File: src/rtl/serial_addsub_ctrl_if.sv
// Handshake and operand/result bundle for the bit-serial add/subtract sequencer.
// The master side requests operations; the slave side is the sequencer itself.
interface serial_addsub_ctrl_if #(
    parameter int WIDTH = 8
);
    logic             start;
    logic             sub;
    logic [WIDTH-1:0] a;
    logic [WIDTH-1:0] b;
    logic             ready;
    logic             busy;
    logic             done;
    logic [WIDTH-1:0] result;
    logic             cout;
    logic             ovf;

    modport master (
        output start, sub, a, b,
        input  ready, busy, done, result, cout, ovf
    );

    modport slave (
        input  start, sub, a, b,
        output ready, busy, done, result, cout, ovf
    );
endinterface

File: src/rtl/serial_addsub_ctrl.sv
// Bit-serial signed add/subtract: one full-adder cell (two half adders plus a
// carry flip-flop) walks the operands LSB first, one bit per clock.
module serial_addsub_ctrl #(
    parameter int WIDTH = 8
) (
    input  logic                 clk,
    input  logic                 rst,
    serial_addsub_ctrl_if.slave  bus
);
    localparam int CNT_W = $clog2(WIDTH);
    localparam logic [CNT_W-1:0] LAST_BIT = CNT_W'(WIDTH - 1);

    typedef enum logic [1:0] {IDLE, RUN, DONE} state_t;

    state_t             state_reg, state_next;
    logic [WIDTH-1:0]   op_a_reg, op_b_reg, acc_reg, result_reg;
    logic [CNT_W-1:0]   cnt_reg;
    logic               carry_reg, cout_reg, ovf_reg;

    logic               s0, c0, s, c1, carry_next, last_bit;
    logic [WIDTH-1:0]   acc_next;

    // ha0 adds the operand bits, ha1 folds in the stored carry.
    always_comb begin
        s0         = op_a_reg[0] ^ op_b_reg[0];
        c0         = op_a_reg[0] & op_b_reg[0];
        s          = s0 ^ carry_reg;
        c1         = s0 & carry_reg;
        carry_next = c0 | c1;
        acc_next   = {s, acc_reg[WIDTH-1:1]};
        last_bit   = (cnt_reg == LAST_BIT);
    end

    always_comb begin
        state_next = state_reg;
        case (state_reg)
            IDLE:    if (bus.start) state_next = RUN;
            RUN:     if (last_bit)  state_next = DONE;
            DONE:    state_next = IDLE;
            default: state_next = IDLE;
        endcase
    end

    always_ff @(posedge clk) begin
        if (rst) begin
            state_reg <= IDLE;
        end else begin
            state_reg <= state_next;
        end
    end

    always_ff @(posedge clk) begin
        if (rst) begin
            op_a_reg   <= '0;
            op_b_reg   <= '0;
            acc_reg    <= '0;
            result_reg <= '0;
            cnt_reg    <= '0;
            carry_reg  <= 1'b0;
            cout_reg   <= 1'b0;
            ovf_reg    <= 1'b0;
        end else begin
            case (state_reg)
                IDLE: begin
                    if (bus.start) begin
                        // Subtraction is a + ~b + 1; the +1 rides in on the carry.
                        op_a_reg  <= bus.a;
                        op_b_reg  <= bus.sub ? ~bus.b : bus.b;
                        carry_reg <= bus.sub;
                        cnt_reg   <= '0;
                    end
                end
                RUN: begin
                    op_a_reg  <= op_a_reg >> 1;
                    op_b_reg  <= op_b_reg >> 1;
                    acc_reg   <= acc_next;
                    carry_reg <= carry_next;
                    if (last_bit) begin
                        // On the MSB step carry_reg still holds the carry into the MSB.
                        result_reg <= acc_next;
                        cout_reg   <= carry_next;
                        ovf_reg    <= carry_reg ^ carry_next;
                    end else begin
                        cnt_reg <= cnt_reg + CNT_W'(1);
                    end
                end
                default: ;
            endcase
        end
    end

    assign bus.ready  = (state_reg == IDLE);
    assign bus.busy   = (state_reg == RUN);
    assign bus.done   = (state_reg == DONE);
    assign bus.result = result_reg;
    assign bus.cout   = cout_reg;
    assign bus.ovf    = ovf_reg;
endmodule
File: src/flat_wrapper.sv
// flat-port wrapper written by rule: the top's interface ports become plain ports
module serial_addsub_ctrl_flat 
#(
    parameter int WIDTH = 8
)
  (clk, rst, bus_start, bus_sub, bus_a, bus_b, bus_ready, bus_busy, bus_done, bus_result, bus_cout, bus_ovf);
  serial_addsub_ctrl_if #(.WIDTH(WIDTH)) bus_i ();
  input  logic clk;
  input  logic rst;
  input wire logic [$bits(bus_i.start)-1:0] bus_start;
  input wire logic [$bits(bus_i.sub)-1:0] bus_sub;
  input wire logic [$bits(bus_i.a)-1:0] bus_a;
  input wire logic [$bits(bus_i.b)-1:0] bus_b;
  output wire logic [$bits(bus_i.ready)-1:0] bus_ready;
  output wire logic [$bits(bus_i.busy)-1:0] bus_busy;
  output wire logic [$bits(bus_i.done)-1:0] bus_done;
  output wire logic [$bits(bus_i.result)-1:0] bus_result;
  output wire logic [$bits(bus_i.cout)-1:0] bus_cout;
  output wire logic [$bits(bus_i.ovf)-1:0] bus_ovf;
  assign bus_i.start = bus_start;
  assign bus_i.sub = bus_sub;
  assign bus_i.a = bus_a;
  assign bus_i.b = bus_b;
  assign bus_ready = bus_i.ready;
  assign bus_busy = bus_i.busy;
  assign bus_done = bus_i.done;
  assign bus_result = bus_i.result;
  assign bus_cout = bus_i.cout;
  assign bus_ovf = bus_i.ovf;
  serial_addsub_ctrl #(.WIDTH(WIDTH)) u_core (.clk(clk), .rst(rst), .bus(bus_i));
endmodule
File: config.mk
export PLATFORM = sky130hd
export DESIGN_NAME = serial_addsub_ctrl_flat
export DESIGN_NICKNAME = d
export VERILOG_FILES = /design/src/rtl/serial_addsub_ctrl_if.sv /design/src/rtl/serial_addsub_ctrl.sv /design/src/flat_wrapper.sv
export SDC_FILE = /design/constraint.sdc
export NUM_CORES = 1
export LEC_CHECK = 0
export BUFFER_PORTS_ARGS = -buffer_cell sky130_fd_sc_hd__buf_2
export CORE_UTILIZATION = 55
export DETAILED_ROUTE_END_ITERATION = 10
export GPL_ROUTABILITY_DRIVEN = 0
export GPL_TIMING_DRIVEN = 1
export PLACE_DENSITY = 0.9
export SYNTH_ARGS = -nofsm -noshare
export SYNTH_HDL_FRONTEND = slang
export SYNTH_SLANG_ARGS = --single-unit
export TNS_END_PERCENT = 20
File: constraint.sdc
create_clock -name clk -period 3.45 [get_ports clk]
set_input_delay 0.1725 -clock clk [delete_from_list [all_inputs] [get_ports clk]]
set_output_delay 0.1725 -clock clk [all_outputs]
set_load 0.005 [all_outputs]
==> impl_metrics.toml <==
[route]
first_iter_violations = 85
dr.pass1.iters = 4
routedWlPerCell_um = 11.4
drtAntennaViolNets = 0
via_per_inst = 5.21
vias = 1442
wl_mm = 3.16
drc = 0

[clock_tree]
postCtsSetupRepairBufs = 0
cts_hold_buf = 0
path_clk_slew_ns = 0.11
root_buffer = "clkbuf_4"
cts_tree = "yes"
cts_buffers = 5
clk_latency_ns = 0.34
cts_resized = 0
clk_path_buf_depth = 2
htreeDepth = 2
clock-sinks = 39

[setup_path]
critical_path_arrival_ns = 2.08
critPathCapture = "bus_busy"
cpPeakStageDelay_ns = 0.98
required_ns = 3.28
worstPathCellList = "nand2b_2, clkinv_1, buf_2"
cp-end-kind = "output pin"
startpoint = "u_core.state_reg[0]"
r2r-start = "u_core.state_reg[0]"
rr_worst_depth = 3
reg2reg_to = "u_core.op_b_reg[1]"
path_class = "reg2out"
critPathMaxFanout = 34
ff2ff_setup_slack_ns = 1.41
cpMaxStageDelayCell = "dfxtp_1"
cp-start-kind = "flop"

[power_and_ir_drop]
p_clk_share_pct = 26.0
powerDensity_nw_per_um2 = 412
p_leak_nw = 0.747
pwr-share-comb_pct = 12.1
ir_worst_vdd_v = 0.000268
netSwitchingPower_uw = 202
swShare_pct = 25.5
power.internal_uw = 591
pwr-share-seq_pct = 61.9

[sta]
skew_ns = 0.0100
final_hold_viol_count = 0
max_clock_freq_mhz = 444
timing.final.crit_period_ns = 2.25
fin_crit_sh_pct = 65.2
drv_slew = 0
tns_ns = 0
rsz0062_at_grt = "false"
finalSetupViolations = 0
max_slew.worst_pin.slew_ns = 0.970
slew_headroom_pct = 35.3

[floorplan]
initial_core_util_pct = 57.6
die_w_um = 58.3
die_y_um = 58.3
row_count = 20
core-area_um2 = 3030
die_area_um2 = 3400
ios = 33

[grt]
grt_usage_pct = 20.2
grt_pass1_vias = 1107
antenna_found_initial = 0
grt_max_degree = 40
overflow = 0
grt_pass1_wl_mm = 5.13

[yosys]
netlist_instances = 210
synth_cell_types = 36
syn_area_um2 = 1740
postSynthAreaPerCell_um2 = 8.31
ys_seq_area_share_pct = 44.8
synthArstFlopShare_pct = 0
yosysWarnings = 0
synthesis.nets = 233
synth-edff-count = 0
ys_ff_latch = 39
synth-main-ff-cell = "dfxtp_1"

[layout]
syn2layout_area_growth_pct = 10.3
utilization_pct = 63.5
num-nets-final = 257
final_cell_mix = "dfxtp_1, nand2_1, buf_2"
layout_commonest_cell = "dfxtp_1"
drive_above_1_share_pct = 18.5
diodes = 0

[placed_design]
hpwlAfterDp_mm = 2.12
port_buffers = 32

[status]
status = "complete, no violations"

[run]
drv_cap = 0

[hold_path]
min_path_type = "in2reg"
[critical path, delay by kind of cell (launching register included)]
kind | cells | cell delay, ns
buffers and inverters | 2 | 0.39
AND/OR/NAND/NOR | 1 | 0.37
flip-flops | 1 | 0.98
[Yosys cell counts, drive strengths merged (2+ instances only)]
cell     number  area, µm²
dfxtp        39        781
or3b          8       70.1
a21oi        27        135
xnor2         9       78.8
a31oi         3       18.8
a2111oi       7       68.8
nand2b        9       58.8
nand3         4       20.0
clkbuf        8       31.3
nor2         27        101
nand2        35        131
ha            2       25.0
nor3          9       45.0
o21ai         2       10.0
buf           7       46.3
[power by group through the flow]
stage | logic [mW] | registers [mW] | clock network, mW
2_1_floorplan | 0.0813 | 0.492 | 0
3_3_place_gp | 0.0946 | 0.500 | 0
3_5_place_dp | 0.0965 | 0.501 | 0
4_1_cts | 0.0970 | 0.490 | 0.208
5_1_grt | 0.109 | 0.495 | 0.231
6_report | 0.0960 | 0.491 | 0.206
[area by class of cell]
cell class,count,area [µm²]
repair buffers,32,160
multi-input cells,154,878
well taps,44,55.1
fillers,255,1100
flip-flops and latches,39,781
clock buffers,6,41.3
inverters,2,7.51
[how the worst min path moves through the flow]
stage | startpoint | to | slack, ns | cells past startpoint
5_1_grt | bus_a[7] | u_core.op_a_reg[7] | 0.10 | 3
2_1_floorplan | bus_a[7] | u_core.op_a_reg[7] | 0.35 | 2
6_report | bus_a[7] | u_core.op_a_reg[7] | 0.11 | 3
4_1_cts | bus_a[7] | u_core.op_a_reg[7] | 0.11 | 3
3_5_place_dp | u_core.bus.result[5] | u_core.bus.result[5] | 0.45 | 2
3_3_place_gp | u_core.bus.result[2] | u_core.bus.result[2] | 0.44 | 2
[routing by layer]
metal | global-route usage (%) | wire length (µm) | vias to the layer above
li1 | - | - | 760
met3 | 6.59 | 154 | 4
met2 | 27.9 | 1420 | 37
met4 | 9.18 | 46 | 0
met1 | 28.6 | 1550 | 641
met5 | 0 | 0 | -
[stage by stage]
step	area, µm²	hold WS, ns	power, mW	cells	worst slack, ns
2_1_floorplan	1740	0.350	0.573	210	2.02
3_3_place_gp	1880	0.442	0.594	271	1.61
3_5_place_dp	1880	0.446	0.597	271	1.45
4_1_cts	1920	0.109	0.795	277	1.21
5_1_grt	1920	0.105	0.835	277	0.995
6_report	1920	0.110	0.793	277	1.20
[cells by family (layout without fill, tap and decap cells)]
kind of cell | after synthesis | in the layout | synth area share [%]
AND/OR/NAND/NOR | 99 | 99 | 27.9
multiplexers | 1 | 1 | 0.574
AO/OA/AOI/OAI | 42 | 42 | 14.8
flip-flops | 39 | 39 | 44.8
XOR/XNOR | 9 | 9 | 4.52
adder cells (fa/ha/maj) | 3 | 3 | 2.58
buffers and inverters | 17 | 40 | 4.88
(Power assumes the default switching activity.)
